===== config.mk =====
export PLATFORM = sky130hd
export DESIGN_NAME = expr_eval_engine
export DESIGN_NICKNAME = d
export VERILOG_FILES = /design/src/rtl/expr_eval_engine.sv
export SDC_FILE = /design/constraint.sdc
export NUM_CORES = 2
export LEC_CHECK = 0
export CAP_MARGIN = 5
export CELL_PAD_IN_SITES_DETAIL_PLACEMENT = 0
export CELL_PAD_IN_SITES_GLOBAL_PLACEMENT = 1
export CORE_UTILIZATION = 30
export CTS_BUF_LIST = sky130_fd_sc_hd__clkbuf_16
export DETAILED_ROUTE_END_ITERATION = 10
export PLACE_DENSITY = 0.59
export SYNTH_ARGS = -nofsm -noshare
export SYNTH_HDL_FRONTEND = slang
export SYNTH_SLANG_ARGS = --single-unit

===== constraint.sdc =====
create_clock -name clk -period 11.5 [get_ports clk]
set_clock_uncertainty 0.2 [all_clocks]
set_input_delay 2.3 -clock clk [delete_from_list [all_inputs] [get_ports clk]]
set_output_delay 2.3 -clock clk [all_outputs]
set_load 0.05 [all_outputs]

===== src/rtl/expr_eval_engine.sv =====
// Streaming shunting-yard evaluator for infix integer expressions.
// Two on-chip stacks, one reduction per cycle, iterative divide.
module expr_eval_engine #(
  parameter int WIDTH = 32,
  parameter int DEPTH = 16
) (
  input  logic             clk,
  input  logic             rst_n,
  input  logic             tok_valid,
  output logic             tok_ready,
  input  logic [3:0]       tok_kind,
  input  logic [WIDTH-1:0] tok_value,
  output logic             res_valid,
  input  logic             res_ready,
  output logic [WIDTH-1:0] res_value,
  output logic [1:0]       res_err
);

  localparam int CW = $clog2(DEPTH + 1);
  localparam int IW = (DEPTH > 1) ? $clog2(DEPTH) : 1;
  localparam int DW = (WIDTH > 1) ? $clog2(WIDTH) : 1;

  localparam logic [3:0] K_END   = 4'd0;
  localparam logic [3:0] K_INT   = 4'd1;
  localparam logic [3:0] K_PLUS  = 4'd2;
  localparam logic [3:0] K_MINUS = 4'd3;
  localparam logic [3:0] K_MUL   = 4'd4;
  localparam logic [3:0] K_DIV   = 4'd5;
  localparam logic [3:0] K_MOD   = 4'd6;
  localparam logic [3:0] K_LPAR  = 4'd7;
  localparam logic [3:0] K_RPAR  = 4'd8;
  localparam logic [3:0] K_NOT   = 4'd9;
  localparam logic [3:0] K_TRUE  = 4'd10;
  localparam logic [3:0] K_FALSE = 4'd11;

  typedef enum logic [2:0] {
    S_ACCEPT, S_REDUCE, S_DIVIDE, S_OUT, S_SKIP
  } state_t;

  typedef enum logic [3:0] {
    O_ADD, O_SUB, O_MUL, O_DIV, O_MOD,
    O_LPAR, O_NOT, O_NEG, O_POS
  } op_t;

  function automatic logic [2:0] prec(input op_t o);
    unique case (o)
      O_NOT:               prec = 3'd1;
      O_ADD, O_SUB:        prec = 3'd2;
      O_MUL, O_DIV, O_MOD: prec = 3'd3;
      O_NEG, O_POS:        prec = 3'd4;
      default:             prec = 3'd0;
    endcase
  endfunction

  state_t           r_state, w_next;
  op_t              r_ostk [DEPTH];
  logic [WIDTH-1:0] r_nstk [DEPTH];
  logic [CW-1:0]    r_ocnt, r_ncnt;
  logic             r_expect;
  logic [3:0]       r_pend;
  logic             r_valid;
  logic [WIDTH-1:0] r_value;
  logic [1:0]       r_err;
  logic [WIDTH-1:0] r_rem, r_quo, r_dvs;
  logic             r_neg_q, r_neg_r, r_isdiv;
  logic [DW-1:0]    r_dcnt;

  logic [3:0]       w_kind;
  logic             w_fire;
  logic             w_is_opnd, w_is_bin, w_is_pre;
  logic             w_is_lpar, w_is_rpar, w_is_end;
  logic             w_illegal, w_syn, w_need, w_bar;
  op_t              w_new_op, w_top;
  logic [WIDTH-1:0] w_val, w_a, w_b, w_red_val;
  logic [IW-1:0]    w_oi0, w_oi1, w_ni0, w_ni1, w_ni2;
  logic [1:0]       w_cmp_err, w_red_err, w_err;
  logic             w_un_top, w_under, w_divop;
  logic             w_do_cmp, w_do_red;
  logic [WIDTH:0]   w_rsh, w_diff;
  logic [WIDTH-1:0] w_rem_n, w_quo_n, w_div_res;

  assign tok_ready = rst_n &
    ((r_state == S_ACCEPT) | (r_state == S_SKIP));
  assign res_valid = r_valid;
  assign res_value = r_value;
  assign res_err   = r_err;

  assign w_fire = tok_valid & tok_ready;
  assign w_kind = (r_state == S_ACCEPT) ? tok_kind : r_pend;

  assign w_oi0 = IW'(r_ocnt);
  assign w_oi1 = IW'(r_ocnt - CW'(1));
  assign w_ni0 = IW'(r_ncnt);
  assign w_ni1 = IW'(r_ncnt - CW'(1));
  assign w_ni2 = IW'(r_ncnt - CW'(2));
  assign w_top = r_ostk[w_oi1];
  assign w_a   = r_nstk[w_ni2];
  assign w_b   = r_nstk[w_ni1];

  always_comb begin
    w_is_opnd = 1'b0;
    w_is_bin  = 1'b0;
    w_is_pre  = 1'b0;
    w_is_lpar = 1'b0;
    w_is_rpar = 1'b0;
    w_is_end  = 1'b0;
    w_illegal = 1'b0;
    w_new_op  = O_ADD;
    unique case (1'b1)
      w_kind == K_END:   w_is_end = 1'b1;
      w_kind == K_INT,
      w_kind == K_TRUE,
      w_kind == K_FALSE: w_is_opnd = 1'b1;
      w_kind == K_PLUS: begin
        w_is_pre = r_expect;
        w_is_bin = !r_expect;
        w_new_op = r_expect ? O_POS : O_ADD;
      end
      w_kind == K_MINUS: begin
        w_is_pre = r_expect;
        w_is_bin = !r_expect;
        w_new_op = r_expect ? O_NEG : O_SUB;
      end
      w_kind == K_MUL: begin
        w_is_bin = 1'b1;
        w_new_op = O_MUL;
      end
      w_kind == K_DIV: begin
        w_is_bin = 1'b1;
        w_new_op = O_DIV;
      end
      w_kind == K_MOD: begin
        w_is_bin = 1'b1;
        w_new_op = O_MOD;
      end
      w_kind == K_LPAR: begin
        w_is_lpar = 1'b1;
        w_new_op  = O_LPAR;
      end
      w_kind == K_RPAR: w_is_rpar = 1'b1;
      w_kind == K_NOT: begin
        w_is_pre = 1'b1;
        w_new_op = O_NOT;
      end
      default: w_illegal = 1'b1;
    endcase
  end

  always_comb begin
    w_val = '0;
    unique case (1'b1)
      tok_kind == K_INT:  w_val = tok_value;
      tok_kind == K_TRUE: w_val = WIDTH'(1);
      default:            w_val = '0;
    endcase
  end

  // Prefix operators never reduce: their left side is still open.
  assign w_bar = (r_ocnt != '0) && (w_top != O_LPAR);
  always_comb begin
    w_need = 1'b0;
    if (w_is_bin)
      w_need = w_bar && (prec(w_top) >= prec(w_new_op));
    else if (w_is_rpar || w_is_end)
      w_need = w_bar;
  end

  assign w_syn = w_illegal
    | (w_is_opnd & !r_expect)
    | ((w_is_bin | w_is_rpar | w_is_end) & r_expect);

  always_comb begin
    w_cmp_err = 2'd0;
    unique case (1'b1)
      w_is_opnd:
        if (r_ncnt == CW'(DEPTH)) w_cmp_err = 2'd1;
      w_is_bin | w_is_pre | w_is_lpar:
        if (r_ocnt == CW'(DEPTH)) w_cmp_err = 2'd1;
      w_is_rpar:
        if (r_ocnt == '0) w_cmp_err = 2'd3;
      w_is_end:
        if (r_ocnt != '0 || r_ncnt != CW'(1))
          w_cmp_err = 2'd3;
      default: w_cmp_err = 2'd0;
    endcase
  end

  assign w_un_top = (w_top == O_NOT) || (w_top == O_NEG)
                 || (w_top == O_POS);
  assign w_under  = w_un_top ? (r_ncnt < CW'(1))
                             : (r_ncnt < CW'(2));
  assign w_divop  = (w_top == O_DIV) || (w_top == O_MOD);

  always_comb begin
    w_red_err = 2'd0;
    if (w_under) w_red_err = 2'd3;
    else if (w_divop && w_b == '0) w_red_err = 2'd2;
  end

  always_comb begin
    w_red_val = '0;
    unique case (w_top)
      O_ADD:   w_red_val = w_a + w_b;
      O_SUB:   w_red_val = w_a - w_b;
      O_MUL:   w_red_val = w_a * w_b;
      O_NEG:   w_red_val = -w_b;
      O_POS:   w_red_val = w_b;
      O_NOT:   w_red_val = WIDTH'(w_b == '0);
      default: w_red_val = '0;
    endcase
  end

  always_comb begin
    w_err = 2'd0;
    if (r_state == S_ACCEPT && w_fire)
      w_err = w_syn ? 2'd3 : (w_need ? 2'd0 : w_cmp_err);
    else if (r_state == S_REDUCE)
      w_err = w_need ? w_red_err : w_cmp_err;
  end

  assign w_do_cmp = ((r_state == S_ACCEPT && w_fire)
                  || r_state == S_REDUCE)
                  && !w_need && w_err == 2'd0;
  assign w_do_red = r_state == S_REDUCE && w_need
                  && w_err == 2'd0;

  // Restoring step; sign fix-up folded into the final step.
  assign w_rsh   = {r_rem, r_quo[WIDTH-1]};
  assign w_diff  = w_rsh - {1'b0, r_dvs};
  assign w_rem_n = w_diff[WIDTH] ? w_rsh[WIDTH-1:0]
                                 : w_diff[WIDTH-1:0];
  assign w_quo_n = {r_quo[WIDTH-2:0], !w_diff[WIDTH]};
  assign w_div_res = r_isdiv
    ? (r_neg_q ? -w_quo_n : w_quo_n)
    : (r_neg_r ? -w_rem_n : w_rem_n);

  always_comb begin
    w_next = r_state;
    unique case (r_state)
      S_ACCEPT:
        if (w_fire) begin
          if (w_err != 2'd0)
            w_next = w_is_end ? S_OUT : S_SKIP;
          else if (w_need)
            w_next = S_REDUCE;
          else if (w_is_end)
            w_next = S_OUT;
        end
      S_REDUCE:
        if (w_err != 2'd0)
          w_next = w_is_end ? S_OUT : S_SKIP;
        else if (w_need)
          w_next = w_divop ? S_DIVIDE : S_REDUCE;
        else
          w_next = w_is_end ? S_OUT : S_ACCEPT;
      S_DIVIDE:
        if (r_dcnt == '0) w_next = S_REDUCE;
      S_OUT:
        if (res_ready) w_next = S_ACCEPT;
      S_SKIP:
        if (w_fire && tok_kind == K_END) w_next = S_OUT;
      default: w_next = S_ACCEPT;
    endcase
  end

  always_ff @(posedge clk) begin
    if (!rst_n) r_state <= S_ACCEPT;
    else        r_state <= w_next;
  end

  always_ff @(posedge clk) begin
    if (!rst_n) begin
      r_ocnt   <= '0;
      r_ncnt   <= '0;
      r_expect <= 1'b1;
      r_pend   <= '0;
      r_valid  <= 1'b0;
      r_value  <= '0;
      r_err    <= 2'd0;
      r_rem    <= '0;
      r_quo    <= '0;
      r_dvs    <= '0;
      r_neg_q  <= 1'b0;
      r_neg_r  <= 1'b0;
      r_isdiv  <= 1'b0;
      r_dcnt   <= '0;
    end else if (w_err != 2'd0) begin
      r_err  <= w_err;
      r_ocnt <= '0;
      r_ncnt <= '0;
      if (w_is_end) begin
        r_valid <= 1'b1;
        r_value <= '0;
      end
    end else begin
      if (r_state == S_ACCEPT && w_fire)
        r_pend <= tok_kind;
      if (w_do_cmp) begin
        unique case (1'b1)
          w_is_opnd: begin
            r_nstk[w_ni0] <= w_val;
            r_ncnt   <= r_ncnt + CW'(1);
            r_expect <= 1'b0;
          end
          w_is_bin | w_is_pre | w_is_lpar: begin
            r_ostk[w_oi0] <= w_new_op;
            r_ocnt   <= r_ocnt + CW'(1);
            r_expect <= 1'b1;
          end
          w_is_rpar: begin
            r_ocnt   <= r_ocnt - CW'(1);
            r_expect <= 1'b0;
          end
          w_is_end: begin
            r_valid <= 1'b1;
            r_value <= r_nstk[0];
          end
          default: ;
        endcase
      end
      if (w_do_red) begin
        r_ocnt <= r_ocnt - CW'(1);
        if (w_divop) begin
          r_ncnt  <= r_ncnt - CW'(2);
          r_quo   <= w_a[WIDTH-1] ? -w_a : w_a;
          r_dvs   <= w_b[WIDTH-1] ? -w_b : w_b;
          r_rem   <= '0;
          r_neg_q <= w_a[WIDTH-1] ^ w_b[WIDTH-1];
          r_neg_r <= w_a[WIDTH-1];
          r_isdiv <= (w_top == O_DIV);
          r_dcnt  <= DW'(WIDTH - 1);
        end else if (w_un_top) begin
          r_nstk[w_ni1] <= w_red_val;
        end else begin
          r_nstk[w_ni2] <= w_red_val;
          r_ncnt <= r_ncnt - CW'(1);
        end
      end
      if (r_state == S_DIVIDE) begin
        r_rem  <= w_rem_n;
        r_quo  <= w_quo_n;
        r_dcnt <= r_dcnt - DW'(1);
        if (r_dcnt == '0) begin
          r_nstk[w_ni0] <= w_div_res;
          r_ncnt <= r_ncnt + CW'(1);
        end
      end
      if (r_state == S_OUT && res_ready) begin
        r_valid  <= 1'b0;
        r_value  <= '0;
        r_err    <= 2'd0;
        r_ocnt   <= '0;
        r_ncnt   <= '0;
        r_expect <= 1'b1;
      end
      if (r_state == S_SKIP && w_fire && tok_kind == K_END) begin
        r_valid <= 1'b1;
        r_value <= '0;
      end
    end
  end

endmodule

Word-level counts from Yosys, hierarchy flattened
Memory sizes are Yosys's and may differ from the RTL's.
Index checks and enable logic that the tools add are counted.
{"block": "totals", "elab_cells": 258, "reg_bits": 157, "mem_bits_ro": 96, "mem_count": 4, "output_inout_bits": 36, "ramBits": 576, "input_bits": 40}
{"block": "classes", "n_mux": 118, "mul": 1, "addsub": 13, "n_bitwise": 15, "eq_ne": 35, "magnitude_cmp": 3, "reduce_logical": 54}
{"memory": "r_nstk", "words": 16, "word_bits": 32, "rd": 3, "rd_clocked_by_memory_dff": 0, "wr": 1, "line": "57", "text": "logic [WIDTH-1:0] r_nstk [DEPTH];"}
{"memory": "r_ostk", "words": 16, "word_bits": 4, "rd": 1, "rd_clocked_by_memory_dff": 0, "wr": 1, "line": "56", "text": "op_t r_ostk [DEPTH];"}
{"memory": "(name not given)", "words": 16, "word_bits": 3, "rd": 1, "rd_clocked_by_memory_dff": 0, "wr": 0, "line": "46", "text": "unique case (o)"}
{"memory": "(name not given)", "words": 16, "word_bits": 3, "rd": 1, "rd_clocked_by_memory_dff": 0, "wr": 0, "line": "46"}
{"op": "$mux W32", "n": 21}
{"op": "$pmux W32 S6", "n": 1}
{"op": "$neg A32 Y32", "n": 4}
{"op": "$pmux W32 S2", "n": 1}
{"op": "$reduce_or A32 Y1", "n": 2}
{"op": "$mux W5", "n": 12}
{"op": "$mux W1", "n": 46}
{"op": "$mux W3", "n": 12}
{"op": "$sub A33 B32 Y33", "n": 1}
{"op": "$add A32 B32 Y32", "n": 1}
{"op": "$logic_not A32 Y1", "n": 1}
{"op": "$mul A32 B32 Y32", "n": 1}
{"op": "$sub A32 B32 Y32", "n": 1}
{"op": "$eq A4 B3 Y1 const B", "n": 7}
{"op": "$mux W2", "n": 14}
{"op": "$pmux W4 S7", "n": 1}
{"op": "$eq A4 B4 Y1 const B", "n": 6}
{"op": "$eq A4 B2 Y1 const B", "n": 4}
{"op": "$mux W4", "n": 4}
{"op": "$pmux W3 S5", "n": 1}
{"op": "$sub A5 B1 Y5 const B", "n": 3}
{"op": "$eq A4 B1 Y1 const B", "n": 3}
{"op": "$logic_and A1 B1 Y1", "n": 12}
{"op": "$logic_not A4 Y1", "n": 3}
{"op": "other kinds (36)", "n": 77}

Longest topological paths before layout
{"block": "depth", "word_depth": 21, "ltp_mapped": 50, "depth_no_buf": 35}

Worst setup path before layout
Ideal clock, no wire load.
{"block": "synth_timing", "path_type": "register to register", "startpoint": "reg r_ncnt[0]", "endpoint": "mem r_nstk[0][31], data pin", "stages_incl_launch_ff": 46, "path_slack_ps": 50, "arrival_time_ps": 10967, "setup_ps": 284, "period_less_slack_ps": 11450, "n_path_buf": 14, "path_cell_list": "dfxtp_1 -> buf_6 -> buf_6 -> buf_8 -> buf_6 -> buf_6 -> buf_6 -> buf_4 -> inv_1 -> ha_1 -> buf_6 -> buf_6 -> buf_6 -> buf_2 -> buf_2 -> mux4_2 -> mux2i_1 -> mux2_2 -> (+10 left out) -> inv_1 -> fa_1 -> inv_1 -> fa_1 -> fa_1 -> ha_1 -> a21oi_1 -> a21boi_0 -> a31o_2 -> a211oi_1 -> a21oi_1 -> o21ai_0 -> a311o_1 -> a31oi_1 -> o21ai_0 -> xnor2_1 -> a221oi_1 -> o21ai_1"}
{"block": "synth_between", "elab_chain_len": 18, "word_cells_on_any_way": 45, "cone_classes": "add/sub: 5; mul: 1; order compare: 2; eq/ne: 2; mux: 26; reduce/logical: 8; memory: 1"}
{"item": "start: declaration", "line": "58", "text": "logic [CW-1:0] r_ocnt, r_ncnt;"}
{"item": "start signal: assignment", "line": "302", "text": "r_ncnt <= r_ncnt + CW'(1);"}
{"item": "start signal: assignment", "line": "324", "text": "r_ncnt <= r_ncnt - CW'(2);"}
{"item": "start signal: assignment", "line": "336", "text": "r_ncnt <= r_ncnt - CW'(1);"}
{"item": "parallel branches: the longest is 17 deep, another holds $mem_v2 Z16 W32"}
{"item": "$mux W32 (no line) (*)"}
{"item": "end: declaration", "line": "57"}
Every way passes the cells marked *.

Worst setup path after layout
{"block": "layout_timing", "startpoint": "reg r_ncnt[1]", "endpoint": "mem r_nstk[5][27], data pin"}
Same word-level chain as after synthesis.

==> impl_metrics.yaml <==
run_status:
  outcome: "completed"
detailed_routing:
  via_per_inst: 5.403
  dr.pass1.iters: 6
  drtAntennaViolNets: 0
  totalWireLength_microns: 208200
  wire_per_inst_microns: 26.16
  vias: 42989
  drt-initial-drc-count: 4191
  drc_errors: 0
finish:
  drive_gt1_frac: 0.1474
  utilization: 0.3399
  stdcell_count: 7957
  fill_cells: 19127
  final_net_count: 6032
  area_growth_pct: 12.18
floorplanning:
  core_area_sq_um: 190800
  initial_core_util: 0.3030
  dieWidth_microns: 441.0
  rows: 160
  io_pins: 76
  die_area_sq_um: 194400
  die_h_microns: 441.0
worst_setup_path:
  start_kind: "flip-flop"
  crit_arrival_ns: 11.34
  critPathMostFrequentCell: "fa_1"
  crit_required_ns: 11.73
  max_stage_delay_ns: 0.58
  crit_slowest_cell: "a221oi_1"
  crit_fanout: 16
  reg2reg_depth: 36
  end_kind: "flip-flop"
  rr_startpoint: "r_ncnt[1]"
  rr_endpoint: "r_nstk[5][27]"
  critPathKind: "flip-flop to flip-flop"
  rrSetupSlack_ns: 0.39
global_routing:
  antenna_found_initial: 7
  grt_overflow: 0
  grt_max_degree: 86
  grt_pass1_wl_microns: 303500
  grt_pass1_vias: 43327
  grtUsageTotal: 0.2142
run:
  drv_cap: 0
sta:
  fmax_ghz: 0.08999
  rsz0062_at_grt: "no"
  report.final.slew_viol_count: 0
  finalHoldViolations: 0
  setup_violations: 0
  timing.slew.headroom: 0.1750
  fin_hold_ws_ns: 0.2612
  fin_crit_ns: 11.11
  tightest_slew_ns: 1.229
  fin_setup_tns_ns: 0
  fin_crit_sh: 0.9663
synth:
  yosys_warnings: 0
  netlist_area_sq_um: 57800
  yosys.area.top_type_share: 0.2992
  async_flop_share: 0
  ys_types: 107
  ys_ff_latch: 733
  yosys.area.top_type: "edfxtp_1"
  synth_edf_count: 576
  yosys-top-cells-area: "edfxtp_1, fa_1, mux4_2"
  synth.avg_cell_area_sq_um: 10.91
  ys_seq_area_frac: 0.3536
  syn_inst: 5300
  ys.flop_type: "edfxtp_1"
  postSynthNetCount: 5957
  synthTopCellsByCount: "nor2_1, edfxtp_1, nand2_1"
  yosysMostFrequentCell: "nor2_1"
clock_tree:
  root_buffer: "clkbuf_16"
  clock_latency_ns: 0.74
  cts_buffer_depth: 3
  cts_tree: "yes"
  clock-sinks: 733
  numCtsBuffers: 84
  cts.clk_slew.worst_paths_ns: 0.06
  htree_levels: 3
worst_hold_path:
  hold_depth: 2
  holdPathEnd: "r_dvs[0]"
  hp-start: "r_dvs[0]"
  hold_path_class: "flip-flop to flip-flop"
placed_design:
  dpl.hpwl_microns: 155100
  numPlacedInstances: 7797
  gp_congestion: 0.9376
  portBuffers: 75
[how the worst max path moves through the flow]
stage	start	to	slack [ns]	cells after the start
after floorplan	r_ncnt[0]	r_nstk[0][31]	0.05	45
after global placement	r_ncnt[0]	r_nstk[0][27]	0.44	36
after detailed placement	r_ncnt[0]	r_nstk[3][27]	0.37	36
after CTS	r_ncnt[0]	r_nstk[5][27]	0.28	36
after global routing	r_ncnt[1]	r_nstk[10][31]	0.009	36
final	r_ncnt[1]	r_nstk[5][27]	0.39	36
[state kept, by name, indices dropped and copies added, names as in the netlist]
signal     cells
res_valid      1
res_value     32
r_ncnt         5
res_err        2
r_expect       1
r_ocnt         5
r_quo         32
r_rem         32
r_dvs         32
r_state        3
r_pend         4
r_dcnt         5
r_neg_r        1
r_nstk       512
r_neg_q        1
r_ostk        64
r_isdiv        1
[cell families (layout without fill, tap and decap cells)]
kind of cell | count (synthesis) | in the layout | share of synthesized area
buffers and inverters | 851 | 993 | 0.06260
xor gates and xnor gates | 291 | 291 | 0.04448
DFF | 733 | 733 | 0.3536
muxes | 420 | 420 | 0.1381
adders and majority gates | 617 | 617 | 0.1868
other | 0 | 4 | 0
AOI/OAI and AO/OA | 836 | 836 | 0.09507
and+or+nand+nor | 1552 | 1552 | 0.1194
[metal layers]
| metal | global-route usage | part of all wire | vias to the layer above |
|---|---|---|---|
| li1 | - | - | 18802 |
| met1 | 0.2965 | 0.44 | 22424 |
| met2 | 0.3521 | 0.47 | 1481 |
| met3 | 0.02756 | 0.063 | 282 |
| met4 | 0.05587 | 0.027 | 0 |
| met5 | 0 | 0 | - |
[metrics by stage]
step,setup WS (ns),cell area [sq um]
6_report,0.3872,64840
2_1_floorplan,0.04977,57800
5_1_grt,0.009002,64830
3_5_place_dp,0.3733,62170
3_3_place_gp,0.4359,62170
4_1_cts,0.2832,64810
[worst max-delay path: cells and delay by family, from the launching register on]
family | cells | cell delay (ns)
AOI/OAI and AO/OA | 9 | 2.40
xor gates and xnor gates | 2 | 0.40
buffers and inverters | 9 | 1.65
adders and majority gates | 10 | 4.28
DFF | 1 | 0.35
and+or+nand+nor | 6 | 1.49
[cells in the final DEF, fill, tap and decap left out, types with 55 or more instances in the layout]
cell type	n
buf_4	217
a211oi_1	55
mux2i_1	84
mux4_2	286
a31oi_1	67
nand2_1	529
fa_1	410
nand3_1	83
nor2_1	566
inv_1	540
a21oi_1	200
clkdlybuf4s50_1	75
o21ai_0	131
xnor2_1	198
ha_1	205
dfxtp_1	154
nor3_1	64
and2_1	68
clkbuf_16	84
xor2_1	87
edfxtp_1	576
[layout make-up]
type                       instances  area, sq um  share of cell area
antenna                            4        10.01           0.0001544
clock buffer                      84         2102             0.03242
clock inverter                    69        538.0            0.008297
inverter                         541         2037             0.03141
multi-input combinational       3716        34050              0.5251
sequential                       733        20450              0.3153
tap                             2511         3142             0.04845
timing repair buffer             299         2520             0.03886
[what timing repair did]
action	CTS	global route
gates resized for setup	0	0
setup endpoints to repair	0	77
setup buffers	0	3
hold buffers	0	0
Power is left out: the tool's default activity adds up to more than one toggle a clock period on the data nets, which glitch-free logic cannot reach.
